**config.mk**
```make
export PLATFORM = sky130hd
export DESIGN_NAME = pipeline_hazard_unit
export DESIGN_NICKNAME = d
export VERILOG_FILES = /design/src/rtl/pipeline_hazard_unit.sv
export SDC_FILE = /design/constraint.sdc
export NUM_CORES = 1
export LEC_CHECK = 0
export CAP_MARGIN = 20
export CORE_MARGIN = 2
export CORE_UTILIZATION = 38
export DETAILED_ROUTE_END_ITERATION = 6
export GPL_ROUTABILITY_DRIVEN = 0
export GPL_TIMING_DRIVEN = 0
export PLACE_DENSITY_LB_ADDON = 0.12
export SYNTH_ARGS = -nofsm -noshare
export SYNTH_HDL_FRONTEND = slang
export SYNTH_SLANG_ARGS = --single-unit
export TNS_END_PERCENT = 50
```
**constraint.sdc**
```tcl
create_clock -name clk -period 2.4 [get_ports clk]
set_input_delay 0.36 -clock clk [delete_from_list [all_inputs] [get_ports clk]]
set_output_delay 0.36 -clock clk [all_outputs]
set_load 0.05 [all_outputs]
```
**src/rtl/pipeline_hazard_unit.sv**
```systemverilog
// pipeline_hazard_unit
//   Hazard and flow controller beside decode. Compares NSRC decode source
//   registers against NSTAGE downstream writeback stages, either forwarding
//   ready results (FWD_EN=1) or stalling, and sequences fixed-length bubble
//   windows for redirects, interrupts and reset release.
//
// Ports
//   clk, reset          clock, synchronous active-high reset
//   src_addr/src_rd     decode source registers and their read enables
//   stg_waddr/stg_wen   destination register and write enable per stage
//   stg_ready           stage result can be forwarded
//   instr_type          decode type (6 = call, 7..9 = return class)
//   branch_miss         resolved misprediction
//   pred_taken          predictor taken
//   interrupt/int_enable level interrupt request and enable flag
//   instr_pc_mux_sel    decode-supplied PC source
//   fwd_sel             per source: 0 = regfile, k+1 = stage k
//   stall               hold PC, fetch latch and imem address mux
//   dec_nop, dec_int    squash decode / inject interrupt op
//   pc_inc/load/reset   PC controls
//   pc_mux_sel          PC source select
module pipeline_hazard_unit #(
  parameter int REG_AW           = 5,
  parameter int NSRC             = 2,
  parameter int NSTAGE           = 2,
  parameter int FWD_EN           = 1,
  parameter int REDIRECT_BUBBLES = 2,
  parameter int INT_BUBBLES      = 3,
  parameter int RESET_BUBBLES    = 2
) (
  input  logic                                   clk,
  input  logic                                   reset,
  input  logic [NSRC*REG_AW-1:0]                 src_addr,
  input  logic [NSRC-1:0]                        src_rd,
  input  logic [NSTAGE*REG_AW-1:0]               stg_waddr,
  input  logic [NSTAGE-1:0]                      stg_wen,
  input  logic [NSTAGE-1:0]                      stg_ready,
  input  logic [3:0]                             instr_type,
  input  logic                                   branch_miss,
  input  logic                                   pred_taken,
  input  logic                                   interrupt,
  input  logic                                   int_enable,
  input  logic [1:0]                             instr_pc_mux_sel,
  output logic [NSRC*$clog2(NSTAGE+1)-1:0]       fwd_sel,
  output logic                                   stall,
  output logic                                   dec_nop,
  output logic                                   dec_int,
  output logic                                   pc_inc,
  output logic                                   pc_load,
  output logic                                   pc_reset,
  output logic [2:0]                             pc_mux_sel
);

  localparam int FW    = $clog2(NSTAGE + 1);
  localparam int MAXB0 = (REDIRECT_BUBBLES > INT_BUBBLES) ? REDIRECT_BUBBLES : INT_BUBBLES;
  localparam int MAXB  = (MAXB0 > RESET_BUBBLES) ? MAXB0 : RESET_BUBBLES;
  localparam int CW    = $clog2(MAXB + 1);

  typedef enum logic [2:0] {
    S_RUN   = 3'd0,
    S_PRED  = 3'd1,
    S_FLUSH = 3'd2,
    S_INT   = 3'd3,
    S_RST   = 3'd4
  } state_t;

  state_t              state_q, state_d;
  logic [CW-1:0]       cnt_q, cnt_d;

  logic                raw;
  logic [NSRC-1:0]     seen;
  logic [NSRC*FW-1:0]  fwd_cand;
  logic                call_ret;
  logic                pred_take;

  assign call_ret = (instr_type == 4'd6) || (instr_type == 4'd7) ||
                    (instr_type == 4'd8) || (instr_type == 4'd9);

  // Hazard detection: the youngest matching stage (lowest k) decides whether
  // a source forwards or raises a RAW hazard; older matches are shadowed.
  always_comb begin
    raw      = 1'b0;
    seen     = '0;
    fwd_cand = '0;
    for (int s = 0; s < NSRC; s++) begin
      for (int k = 0; k < NSTAGE; k++) begin
        if (!seen[s] && src_rd[s] && stg_wen[k] &&
            (src_addr[s*REG_AW +: REG_AW] == stg_waddr[k*REG_AW +: REG_AW])) begin
          seen[s] = 1'b1;
          if ((FWD_EN != 0) && stg_ready[k]) begin
            fwd_cand[s*FW +: FW] = FW'(k + 1);
          end else begin
            raw = 1'b1;
          end
        end
      end
    end
  end

  // Flow control: next state, bubble counter and all decode/PC controls.
  always_comb begin
    state_d   = state_q;
    cnt_d     = cnt_q;
    stall     = 1'b0;
    dec_nop   = 1'b0;
    dec_int   = 1'b0;
    pc_load   = 1'b0;
    pc_reset  = 1'b0;
    pred_take = 1'b0;
    fwd_sel   = '0;

    if (reset) begin
      state_d  = S_RST;
      cnt_d    = CW'(RESET_BUBBLES - 1);
      pc_reset = 1'b1;
      dec_nop  = 1'b1;
    end else begin
      case (state_q)
        S_RUN: begin
          stall = raw;
          if (!raw) begin
            fwd_sel = fwd_cand;
          end
          if (interrupt && int_enable) begin
            dec_int = 1'b1;
            dec_nop = 1'b1;
            state_d = S_INT;
            cnt_d   = CW'(INT_BUBBLES - 1);
          end else if (raw) begin
            dec_nop = 1'b1;
          end else if (call_ret || branch_miss) begin
            dec_nop = 1'b1;
            pc_load = 1'b1;
            state_d = S_FLUSH;
            cnt_d   = CW'(REDIRECT_BUBBLES - 1);
          end else if (pred_taken) begin
            pc_load   = 1'b1;
            stall     = 1'b1;
            pred_take = 1'b1;
            state_d   = S_PRED;
          end
        end
        S_PRED: begin
          dec_nop = 1'b1;
          state_d = S_RUN;
          if (branch_miss) begin
            pc_load = 1'b1;
            state_d = S_FLUSH;
            cnt_d   = CW'(REDIRECT_BUBBLES - 1);
          end
        end
        S_FLUSH, S_INT, S_RST: begin
          dec_nop = 1'b1;
          // INT is always entered with a full counter, so a full counter
          // marks its first cycle, where the vector address is loaded.
          if ((state_q == S_INT) && (cnt_q == CW'(INT_BUBBLES - 1))) begin
            pc_load = 1'b1;
          end
          if (cnt_q == '0) begin
            state_d = S_RUN;
          end else begin
            cnt_d = cnt_q - 1'b1;
          end
          if (branch_miss) begin
            pc_load = 1'b1;
            state_d = S_FLUSH;
            cnt_d   = CW'(REDIRECT_BUBBLES - 1);
          end
        end
        default: begin
          dec_nop = 1'b1;
          state_d = S_RST;
          cnt_d   = CW'(RESET_BUBBLES - 1);
        end
      endcase
    end

    pc_inc = !pc_reset && !pc_load && !stall;

    // A call/return taking the same cycle as branch_miss keeps the decode
    // supplied source rather than the miss-recovery path.
    if (branch_miss && !call_ret) begin
      pc_mux_sel = 3'd3;
    end else if (pred_take) begin
      pc_mux_sel = 3'd4;
    end else begin
      pc_mux_sel = {1'b0, instr_pc_mux_sel};
    end
  end

  always_ff @(posedge clk) begin
    state_q <= state_d;
    cnt_q   <= cnt_d;
  end

endmodule

```
==> impl_metrics.yaml <==
finish:
  finalNonFillerCells: 209
  seq_area_um2: 100
  multi_input_area_um2: 918
  fillers: 177
  nets: 222
  diodes: 0
  syn2layout_area_growth_pct: 85.1
  drive_gt1_frac: 0.370
detailed_routing:
  wl_per_cell_um: 15.1
  first_pass_iters: 4
  vias: 1177
  postRouteAntennaNets: 0
  drt_iter0_markers: 21
  viasPerCell: 5.63
  finalWirelength_mm: 3.15
  drc: 0
sta:
  finalSetupTns_ns: 0
  setup_viol: 0
  fin_skew_ns: 0.00550
  relSlewSlack: 0.561
  min_period_over_period: 0.983
  fmax_ghz: 0.424
  finalHoldViolCount: 0
  min_period_ns: 2.36
  drv_slew: 0
  whs_ns: 0.531
  worst_slew_pin_slew_ns: 0.659
  grt_setup_unrepaired: "yes"
floorplanning:
  coreArea_um2: 2190
  row_count: 17
  initial_core_util: 0.400
  io_pins: 51
  die_y_um: 52.0
  die_w_um: 52.0
  dieArea_um2: 2710
synthesis:
  netlist_area_um2: 876
  async_reset_ff_frac: 0
  syn_avg_cell_area_um2: 7.36
  synth_fp_nets: 159
  ys_types: 42
  synthCells: 119
  synth-main-ff-cell: "dfxtp_1"
  ys_top_cells_by_area: "xnor2_1, dfxtp_1, xor2_1, nand2_1, nor2_1"
  yosysMostFrequentCell: "xnor2_1"
  yosys.area.top_type: "xnor2_1"
  synth_top_area_frac: 0.120
  yosysSeqAreaShare: 0.114
  synth_common_cells: "xnor2_1, nand2_1, nor2_1"
  synth-edff-count: 0
  synth_warnings: 0
  synth_seq_cells: 5
placed_design:
  hpwl_mm: 2.17
  placedCellCount: 195
  numPortBuffers: 48
worst_setup_path:
  cp.arrival_ns: 2.00
  startpoint_type: "input pin"
  criticalPathCategory: "in2out"
  cp_data_required_time_ns: 2.04
  slowest_delay_ns: 0.29
  cp_cell_sequence: "clkdlybuf4s15_1 > xor2_1 > nor4_4 > a211o_2 > a21oi_4 > or2_4 > o22a_1 > buf_6"
  slowest_stage: "nor4_4"
  worst_setup_path_end_kind: "output port"
  crit_fanout: 4
run_status:
  status: "complete, no violations"
hold_path:
  hp-class: "reg2reg"
power_and_ir_drop:
  peakVddDrop_uv: 478
  power.total_uw: 660
  pwr_density_cell_nw_per_um2: 407
  p_leak_nw: 0.659
grt:
  grt-ovfl-total: 0
  grt_use_met2: 0.443
  grt_pass1_wl_mm: 4.76
  met3_usage: 0.0661
  grt_max_degree: 11
  gr-usage-met1: 0.244
  grt_usage: 0.232
  antenna_found_initial: 0
  busiest_layer: "met2"
  grt_pass1_vias: 1119
clock_network:
  cts_buffer_depth: 2
  cts.sinks: 5
  insertion_delay_ns: 0.25
  htreeDepth: 1
  clk_pin_slew_ns: 0.04
  cts_tree: "done"
  root_buffer: "clkbuf_4"
  cts_buffers: 3
run:
  maxCapViolations: 0
layer usage:
layer,wire length (um),share of wire
met5,0,0
met4,62,0.020
met3,225,0.071
met2,1640,0.52
met1,1220,0.39
cell type report:
class	count	area share
multi-input cells	106	0.566
repair buffers	58	0.306
flip-flops and latches	5	0.0617
well taps	28	0.0216
plain buffers	4	0.0193
clock buffers	4	0.0162
inverters	4	0.00926
cell usage in the layout (no fill, tap or decap), types with 2 or more instances in the layout:
cell type / n
nand3_1: 3
a21o_1: 2
nor2_1: 9
a211oi_1: 3
a21oi_1: 2
clkbuf_2: 10
buf_2: 4
buf_6: 5
clkdlybuf4s15_1: 4
a21oi_4: 2
clkdlybuf4s15_2: 3
o21ai_0: 4
nor4_4: 2
nor3_1: 3
xor2_2: 3
dfxtp_1: 5
buf_4: 12
xnor2_1: 11
clkdlybuf4s50_1: 9
or3_1: 2
nand2_1: 9
a22oi_1: 2
clkbuf_1: 2
o22a_1: 2
nand2b_1: 2
nand3b_1: 3
mux2i_1: 2
inv_1: 4
dlygate4sd2_1: 8
xor2_1: 5
dlymetal6s2s_1: 4
ha_1: 2
nand4_1: 2
and3_1: 3
clkbuf_4: 4
worst max-delay path: cells and delay by family:
family / cells / cell delay, ns
and+or+nand+nor: 2 / 0.54
AOI/OAI and AO/OA: 3 / 0.54
buffers and inverters: 2 / 0.36
xor gates and xnor gates: 1 / 0.20
metrics by stage:
| stage | utilization | worst slack [ns] | cell area (um^2) |
|---|---|---|---|
| 2_1_floorplan | - | -0.246 | 887 |
| 3_3_place_gp | 0.640 | -1.13 | 1400 |
| 3_5_place_dp | 0.640 | -1.13 | 1400 |
| 4_1_cts | 0.704 | -0.0368 | 1540 |
| 5_1_grt | 0.740 | -0.0351 | 1620 |
| 6_report | 0.740 | 0.0419 | 1620 |
repair_timing:
item                       CTS  global route
buffers inserted             4             6
hold buffers                 0             0
pin swaps                   18            21
gates resized for setup    113            42
setup endpoints to repair   12            12
kinds of logic after synthesis:
group           count (synthesis)  synth area share
compound gates                 32             0.279
fa+ha+maj                       2            0.0286
flops                           5             0.114
simple gates                   50             0.316
buf+inv                         8            0.0400
xor+xnor                       20             0.200
mux                             2            0.0229
registers in the layout (all words and copies together), names as in the netlist:
name     count
cnt_q        2
state_q      3
path summary, 6_finish.rpt:
kind / start / to / slack, ns / cells after the start
setup / recovery: src_addr[8] / pc_mux_sel[1] / 0.04 / 8
hold / removal: cnt_q[0] / cnt_q[0] / 0.53 / 1
setup reg to reg: state_q[0] / cnt_q[0] / 0.23 / 5
hold reg to reg: cnt_q[0] / cnt_q[0] / 0.53 / 1
where the power goes:
part,switching [mW],total [mW],internal (mW)
sequential,0.0290,0.130,0.101
combinational,0.227,0.429,0.202
clock,0.0377,0.101,0.0631
Note: power is estimated with default switching activity, not from simulation.
